## src/rtl/rv32_writeback.sv

```systemverilog
// rv32_writeback: write-back stage of the single-cycle RV32 core.
// Accepts one retired result per execute handshake. Non-load results go
// straight to the register-file write port one cycle later. Loads issue a
// single word read, wait in LOAD_WAIT for the response (bounded by a
// timeout), then extract and extend the addressed byte/half/word.
// Misaligned loads and memory timeouts are reported as one-cycle pulses,
// and every retired instruction bumps a free-running 32-bit counter.
//
// Handshake: execute -> writeback is strict valid/ready. A transfer happens
// on a rising edge where ex_valid_i & ex_ready_o are both high. ex_ready_o is
// decoded from the state alone and never depends on ex_valid_i, and the
// payload (ex_*_i) only has to be stable in cycles where ex_valid_i is high.
// The memory side has no backpressure: mem_req_o is a one-cycle strobe and
// mem_rvalid_i is only honoured while a load is outstanding (LOAD_WAIT).
module rv32_writeback #(
  parameter int unsigned TIMEOUT_CYCLES = 255
) (
  input  logic        clk,
  input  logic        rst,
  // execute -> writeback
  input  logic        ex_valid_i,
  output logic        ex_ready_o,
  input  logic [4:0]  ex_rd_id_i,
  input  logic        ex_rd_write_en_i,
  input  logic [31:0] ex_alu_result_i,
  input  logic [7:0]  ex_load_store_info_i,
  // data memory read port
  output logic        mem_req_o,
  output logic [31:0] mem_addr_o,
  input  logic        mem_rvalid_i,
  input  logic [31:0] mem_rdata_i,
  // register-file write port
  output logic        wb_rd_write_en_o,
  output logic [4:0]  wb_rd_id_o,
  output logic [31:0] wb_rd_write_data_o,
  // status
  output logic        wb_misalign_o,
  output logic        wb_timeout_o,
  output logic [31:0] wb_retire_cnt_o,
  // debug view of the FSM state (0 = IDLE, 1 = LOAD_WAIT)
  output logic [0:0]  dbg_state_o
);

  // FSM encoding
  localparam logic [0:0] ST_IDLE      = 1'b0;
  localparam logic [0:0] ST_LOAD_WAIT = 1'b1;

  // Load kind encoding, captured while the read is outstanding
  localparam logic [2:0] K_LB  = 3'd0;
  localparam logic [2:0] K_LH  = 3'd1;
  localparam logic [2:0] K_LW  = 3'd2;
  localparam logic [2:0] K_LBU = 3'd3;
  localparam logic [2:0] K_LHU = 3'd4;

  // Counter start value; TIMEOUT_CYCLES is limited to 1..255
  localparam logic [7:0] TMO_INIT = 8'(TIMEOUT_CYCLES);

  logic [0:0]  state;
  logic [7:0]  tmo_cnt;

  // Load context held across LOAD_WAIT
  logic [4:0]  cap_rd_id;
  logic        cap_rd_en;
  logic [2:0]  cap_kind;
  logic [1:0]  cap_off;

  // Decode of the incoming execute result
  logic        in_is_load;
  logic        in_is_store;
  logic [2:0]  in_kind;
  logic [1:0]  in_off;
  logic        in_misalign;
  logic        xfer;

  // Extracted load data
  logic [7:0]  ld_byte;
  logic [15:0] ld_half;
  logic [31:0] ld_data;

  assign ex_ready_o  = (state == ST_IDLE);
  assign dbg_state_o = state;
  assign xfer        = ex_valid_i & ex_ready_o;
  assign in_off      = ex_alu_result_i[1:0];

  // Classify the incoming instruction: load kind by priority, store, misalignment
  always_comb begin
    in_is_load  = |ex_load_store_info_i[7:3];
    in_is_store = |ex_load_store_info_i[2:0];
    in_kind     = K_LW;
    if (ex_load_store_info_i[7])      in_kind = K_LB;
    else if (ex_load_store_info_i[6]) in_kind = K_LH;
    else if (ex_load_store_info_i[5]) in_kind = K_LW;
    else if (ex_load_store_info_i[4]) in_kind = K_LBU;
    else if (ex_load_store_info_i[3]) in_kind = K_LHU;

    in_misalign = 1'b0;
    if (in_is_load) begin
      case (in_kind)
        K_LH, K_LHU: in_misalign = in_off[0];
        K_LW:        in_misalign = (in_off != 2'b00);
        default:     in_misalign = 1'b0;
      endcase
    end
  end

  // Select and extend the addressed byte/half of the returned word
  always_comb begin
    ld_byte = 8'(mem_rdata_i >> {cap_off, 3'b000});
    ld_half = cap_off[1] ? mem_rdata_i[31:16] : mem_rdata_i[15:0];
    case (cap_kind)
      K_LB:    ld_data = {{24{ld_byte[7]}}, ld_byte};
      K_LBU:   ld_data = {24'h000000, ld_byte};
      K_LH:    ld_data = {{16{ld_half[15]}}, ld_half};
      K_LHU:   ld_data = {16'h0000, ld_half};
      default: ld_data = mem_rdata_i;
    endcase
  end

  // FSM, load context, timeout counter and all registered outputs
  always_ff @(posedge clk) begin
    if (rst) begin
      state              <= ST_IDLE;
      tmo_cnt            <= 8'd0;
      cap_rd_id          <= 5'd0;
      cap_rd_en          <= 1'b0;
      cap_kind           <= K_LW;
      cap_off            <= 2'b00;
      mem_req_o          <= 1'b0;
      mem_addr_o         <= 32'd0;
      wb_rd_write_en_o   <= 1'b0;
      wb_rd_id_o         <= 5'd0;
      wb_rd_write_data_o <= 32'd0;
      wb_misalign_o      <= 1'b0;
      wb_timeout_o       <= 1'b0;
      wb_retire_cnt_o    <= 32'd0;
    end else begin
      // Strobes and pulses default low; each lasts exactly one cycle
      mem_req_o        <= 1'b0;
      wb_rd_write_en_o <= 1'b0;
      wb_misalign_o    <= 1'b0;
      wb_timeout_o     <= 1'b0;

      case (state)
        ST_IDLE: begin
          // Late memory responses arriving here are deliberately ignored
          if (xfer) begin
            if (in_is_load) begin
              if (in_misalign) begin
                // Dropped: no request, no write, no retire
                wb_misalign_o <= 1'b1;
              end else begin
                mem_req_o  <= 1'b1;
                mem_addr_o <= {ex_alu_result_i[31:2], 2'b00};
                cap_rd_id  <= ex_rd_id_i;
                cap_rd_en  <= ex_rd_write_en_i;
                cap_kind   <= in_kind;
                cap_off    <= in_off;
                tmo_cnt    <= TMO_INIT;
                state      <= ST_LOAD_WAIT;
              end
            end else begin
              // ALU result or store; stores never write rd, x0 is never written
              wb_rd_write_en_o   <= ex_rd_write_en_i & (ex_rd_id_i != 5'd0) & ~in_is_store;
              wb_rd_id_o         <= ex_rd_id_i;
              wb_rd_write_data_o <= ex_alu_result_i;
              wb_retire_cnt_o    <= wb_retire_cnt_o + 32'd1;
            end
          end
        end

        ST_LOAD_WAIT: begin
          // A response on the last allowed cycle beats the timeout
          if (mem_rvalid_i) begin
            wb_rd_write_en_o   <= cap_rd_en & (cap_rd_id != 5'd0);
            wb_rd_id_o         <= cap_rd_id;
            wb_rd_write_data_o <= ld_data;
            wb_retire_cnt_o    <= wb_retire_cnt_o + 32'd1;
            state              <= ST_IDLE;
          end else if (tmo_cnt == 8'd0) begin
            wb_timeout_o <= 1'b1;
            state        <= ST_IDLE;
          end else begin
            tmo_cnt <= tmo_cnt - 8'd1;
          end
        end

        default: begin
          state <= ST_IDLE;
        end
      endcase
    end
  end

endmodule

```

## config.mk

```make
export PLATFORM = sky130hd
export DESIGN_NAME = rv32_writeback
export DESIGN_NICKNAME = d
export VERILOG_FILES = /design/src/rtl/rv32_writeback.sv
export SDC_FILE = /design/constraint.sdc
export NUM_CORES = 1
export LEC_CHECK = 0
export CAP_MARGIN = 20
export CORE_AREA = 3 3 87 172
export DETAILED_ROUTE_END_ITERATION = 8
export DIE_AREA = 0 0 90 175
export PLACE_DENSITY = 0.76
export SLEW_MARGIN = 20
export SYNTH_ARGS = -nofsm -noshare
export SYNTH_HDL_FRONTEND = slang
export SYNTH_SLANG_ARGS = --single-unit
```

## constraint.sdc

```tcl
create_clock -name clk -period 1.85 [get_ports clk]
set_input_delay 0.2775 -clock clk [delete_from_list [all_inputs] [get_ports clk]]
set_output_delay 0.2775 -clock clk [all_outputs]
set_load 0.05 [all_outputs]
```

Yosys cells after proc, flatten, opt, wreduce, memory -nomap -nowiden
Index checks and enable logic that the tools add are counted.
Storage, ports and cells
  register bits after elaboration: 123
  bits of input ports: 82
  output and inout bits: 107
  logic and storage cells: 92
Cells by class
  add/sub/neg operators: 2
  equal/unequal tests: 13
  shift operators: 1
  mux-type cells: 39
  bitwise operators: 9
  reduce and logical (&&, ||, !) cells: 14
Operators by type and width (number)
  $mux W32: 6
  $pmux W32 S2: 2
  $pmux W32 S4: 1
  $mux W8: 5
  $add A32 B1 Y32 const B: 1
  $shr A32 B5 Y8: 1
  $mux W16: 1
  $pmux W8 S2: 1
  $mux W3: 5
  $mux W5: 3
  $mux W1: 11
  $ne A2 B2 Y1 const B: 5
  $pmux W5 S2: 1
  $reduce_bool A5 Y1: 2
  $logic_not A8 Y1: 1
  $sub A8 B1 Y8 const B: 1
  $eq A3 B1 Y1 const B: 2
  $eq A3 B2 Y1 const B: 2
  $eq A3 B3 Y1 const B: 2
  $pmux W1 S2: 3
  $reduce_or A3 Y1: 2
  $not A1 Y1: 5
  $reduce_and A5 Y1: 1
  $reduce_or A5 Y1: 1
  other kinds (8): 13

Depth between registers and ports, before layout
  word-level depth: 13
  mapped depth: 10
  depth with buffers taken out: 7

Worst setup path before layout
OpenSTA, ideal clock, no wires.
  path type: reg2reg
  from: reg wb_retire_cnt_o[10]
  to: reg wb_retire_cnt_o[27]
  library setup time: 0.070 ns
  arrival time: 2.109 ns
  data required time: 1.780 ns
  setup slack: -0.329 ns
  cell stages (with the launch flop): 7
  buffers on the path: 1
  clock period less this slack: 2.179 ns
  cells stage by stage: dfxtp_1 nand4_1 nor3_2 nand4_1 buf_2 or4_1 a21oi_1
On the way
  word-level cells in the longest chain between the ends: 4
  elaborated cells between the ends (all ways): 5
  classes of those cells: 1 x add/sub; 4 x mux
RTL lines
  from (decl): line 39  | output logic [31:0] wb_retire_cnt_o,
  from (signal assigned): line 166  | wb_retire_cnt_o <= wb_retire_cnt_o + 32'd1;
  from (signal assigned): line 177  | wb_retire_cnt_o <= wb_retire_cnt_o + 32'd1;
  $add A32 B1 Y32 (*): line 166, 177
  $mux W32: line 147  | if (in_is_load) begin
  $mux W32: line 146  | if (xfer) begin
  $pmux W32 S2 (*): line 143  | case (state)
Mark *: on every way between the ends. The rest lies on a longest branch, timed or not. The select of a mux whose other input is x is not followed.
A chain may end at the register's enable or synchronous reset.

Final worst setup path
  from: reg wb_retire_cnt_o[12]
  to: reg wb_retire_cnt_o[20]
The elaborated chain is that of the path after synthesis.

==> impl_metrics.csv <==
group,metric,value,unit
placed_design,place_area,8258,um^2
run_status,status,"finished clean",
placed_design,dpl.cell_count,1105,
sta,setup_viol,0,
route,wl_per_cell,18.24,um
global_route,grt_pass1_vias,6063,
global_route,gr-usage-all-layers,24.28,%
sta,max_freq,546.2,MHz
power_and_ir_drop,p_comb_share,21.2,%
route,top_layer_used,"met4",
synthesis,yosys_warnings,0,
route,vias_per_cell,5.540,
cells_and_area,final_cells,1144,
floorplan,ios,189,
cells_and_area,drive_above_1_share,21.68,%
floorplan,start_util,41.65,%
sta,worst_pin_slew,0.6889,ns
route,routed_wirelength,20.87,mm
route,wl_met3,1.117,mm
synthesis,netlist_top_cells_area,"dfxtp_1, nand2_1, a21oi_1, nor2_1, a2111oi_0",
synthesis,netlist_area,5786,um^2
sta,fin_ws,0.01917,ns
synthesis,synth_top_area_share,42.56,%
cts,clockBufferDepth,2,
cells_and_area,area_growth,57.63,%
sta,post-route-min-period,1.831,ns
critical_path,worstPathArrival,2.17,ns
min_path,hp-class,"in2reg",
synthesis,synth_edf_count,0,
sta,max-slew-margin-rel,54.07,%
power_and_ir_drop,pwr-share-seq,38.2,%
placed_design,port_buffers,186,
synthesis,ys_types,65,
sta,finalHoldViolCount,0,
sta,period_share,98.96,%
critical_path,cp-start-kind,"flop",
power_and_ir_drop,power.switching,2.245,mW
cts,cts.sinks,123,
global_route,grt_start_max_net_pins,60,
critical_path,path_max_fanout,5,
power_and_ir_drop,switching_share,29.98,%
sta,finClkSkew,0.008591,ns
route,vias,6338,
placed_design,place_congestion,0.9286,
floorplan,fp.coreArea,13890,um^2
route,m1WireLength,7.338,mm
synthesis,yosysTopAreaCell,"dfxtp_1",
power_and_ir_drop,peakVddDrop,0.0006686,V
cts,cts_tree,"done",
global_route,overflow,0,
synthesis,synth-main-ff-cell,"dfxtp_1",
synthesis,ys_seq_area_share,42.56,%
flow_run,cap_violations,0,
floorplan,fp-row-count,61,
cts,path_clk_slew,0.06,ns
power_and_ir_drop,clockPowerShare,40.6,%
power_and_ir_drop,p_per_area,821.3,nW/um^2
critical_path,crit_path_end_kind,"flop",
cells_and_area,n_antenna_cell,0,
cells_and_area,nets,1028,
route,drtAntennaViolNets,0,
cts,numCtsBuffers,17,
critical_path,crit_type,"reg2reg",
cts,htreeDepth,4,
route,drt_drc_violations_left,0,
cts,clock_latency,0.41,ns
floorplan,die_area,15750,um^2
cts,hold_buffers,0,
placed_design,dp_slack,-0.5044,ns
synthesis,syn_inst,712,
route,met2_length,11.52,mm
route,initialDrtViolationCount,390,
synthesis,avgSynthCellArea,8.126,um^2
sta,finalMaxSlewViolations,0,
floorplan,die_x,90,um
cells_and_area,fin_area,9120,um^2
route,dr.pass1.iters,5,
global_route,grt_pass1_wl,30.84,mm
placed_design,dp_hpwl,14.62,mm
global_route,antenna_found_initial,0,
floorplan,die_h,175,um
sta,rsz0062_at_grt,"true",
power_and_ir_drop,p_leak,4.106,nW
power_and_ir_drop,internal_power,5.245,mW
synthesis,synth-seq-cells,123,
synthesis,synthArstFlopShare,0,%
critical_path,critPathRequiredTime,2.19,ns
cts,clock-root-buffer,"clkbuf_16",
## power groups by stage
stage	Combinational, mW	Sequential (mW)	Clock (mW)
CTS	1.52	2.86	3.08
global route	1.68	2.88	3.19
finish	1.59	2.86	3.04
floorplan	0.522	3.24	0
detailed placement	1.52	2.92	0
global placement	1.50	2.91	0
## layer usage
metal / vias up / track usage [%]
met1: 3010 / 24.40
met4: 0 / 11.19
met2: 257 / 46.86
li1: 3016 / -
met3: 55 / 4.998
met5: - / 0
## cell usage in the layout, fill, tap and decap left out, types with 8 or more instances in the layout
cell type          n
or3_1             13
clkdlybuf4s50_1   83
dlygate4sd2_1     26
inv_1             10
a2111oi_0         16
buf_4             98
nand2_1          120
nor2_1            66
buf_6              8
xnor2_1            8
nor3_1            25
nand3_1           19
clkbuf_16         19
dlymetal6s2s_1    40
dfxtp_2           15
or4_1              8
a211oi_1          11
o21ai_0           12
a21oi_1           75
buf_12             9
nand4_1            8
xor2_1            11
mux2i_1           13
dfxtp_4           10
dfxtp_1           98
## Yosys cell counts, types with 4 or more instances
| cell | number |
|---|---|
| nand3_1 | 19 |
| nor2_1 | 66 |
| nor3_1 | 25 |
| buf_2 | 16 |
| buf_4 | 4 |
| dfxtp_1 | 123 |
| nor2b_1 | 5 |
| nand2_1 | 120 |
| a31oi_1 | 9 |
| o21ai_0 | 13 |
| xnor2_1 | 8 |
| o221ai_1 | 7 |
| a21o_1 | 7 |
| or4_1 | 10 |
| o31ai_1 | 8 |
| xor2_1 | 11 |
| or3_1 | 14 |
| a211oi_1 | 11 |
| a311o_1 | 7 |
| a2111oi_0 | 16 |
| nor4_1 | 5 |
| inv_1 | 11 |
| clkbuf_1 | 33 |
| nand4_1 | 8 |
| a21oi_1 | 78 |
| mux2i_1 | 14 |
| and3_1 | 4 |
| a21boi_0 | 6 |
## final cells by class
| cell class | instances | area, um^2 |
|---|---|---|
| Fill cell | 1165 | 4771 |
| Multi-Input combinational cell | 523 | 3168 |
| Timing Repair Buffer | 267 | 2620 |
| Sequential cell | 123 | 2519 |
| Clock buffer | 19 | 432.9 |
| Tap cell | 189 | 236.5 |
| Clock inverter | 12 | 102.6 |
| Inverter | 11 | 41.29 |
## stage by stage
| stage | hold WS (ns) | total power, mW | setup TNS, ns | util (%) |
|---|---|---|---|---|
| after floorplan | 0.4135 | 3.765 | -0.02176 | - |
| after global placement | 0.4408 | 4.416 | -31.53 | 59.45 |
| after detailed placement | 0.4453 | 4.431 | -35.41 | 59.45 |
| after CTS | 0.3737 | 7.455 | 0 | 63.25 |
| after global routing | 0.3865 | 7.745 | -0.5784 | 65.65 |
| final | 0.3642 | 7.491 | 0 | 65.65 |
## sequential cells by signal (all words and copies together), names as in the netlist
signal,cells
mem_req_o,1
cap_kind,3
cap_off,2
wb_rd_id_o,5
mem_addr_o,30
wb_timeout_o,1
wb_rd_write_en_o,1
tmo_cnt,8
cap_rd_id,5
wb_rd_write_data_o,32
wb_misalign_o,1
cap_rd_en,1
wb_retire_cnt_o,32
dbg_state_o,1
## timing repair
item	4_1_cts	5_1_grt
resized for setup	33	70
cloned	0	5
buffers inserted	0	3
endpoints found under the setup margin	36	116
pin swaps	2	14
## worst paths after layout
check                              startpoint                          endpoint  slack, ns  depth (start not counted)
max          wb_retire_cnt_o[12]$_SDFFE_PP0P_  wb_retire_cnt_o[20]$_SDFFE_PP0P_       0.02                          5
min                   ex_load_store_info_i[3]          cap_kind[2]$_SDFFE_PP0P_       0.36                          4
max reg2reg  wb_retire_cnt_o[12]$_SDFFE_PP0P_  wb_retire_cnt_o[20]$_SDFFE_PP0P_       0.02                          5
min reg2reg        mem_addr_o[8]$_SDFFE_PP0P_        mem_addr_o[8]$_SDFFE_PP0P_       0.45                          2
## cell families (layout without fill, tap and decap cells)
family | after synthesis | after routing | share of synthesized area (%)
buffers and inverters | 67 | 309 | 5.212
muxes | 17 | 17 | 3.201
other | 1 | 2 | 0.06482
DFF | 123 | 123 | 42.56
AOI/OAI and AO/OA | 181 | 181 | 20.48
and+or+nand+nor | 301 | 301 | 24.96
xor gates and xnor gates | 19 | 19 | 2.876
adders and majority gates | 3 | 3 | 0.6489
## worst max-delay path, stage by stage, from the launching register on
cell and delay, ns:
dfxtp_4 0.36, nand4_1 0.16, buf_4 0.20, or3_4 0.41, or4_4 0.49, a21oi_2 0.13
(Power assumes the default switching activity.)
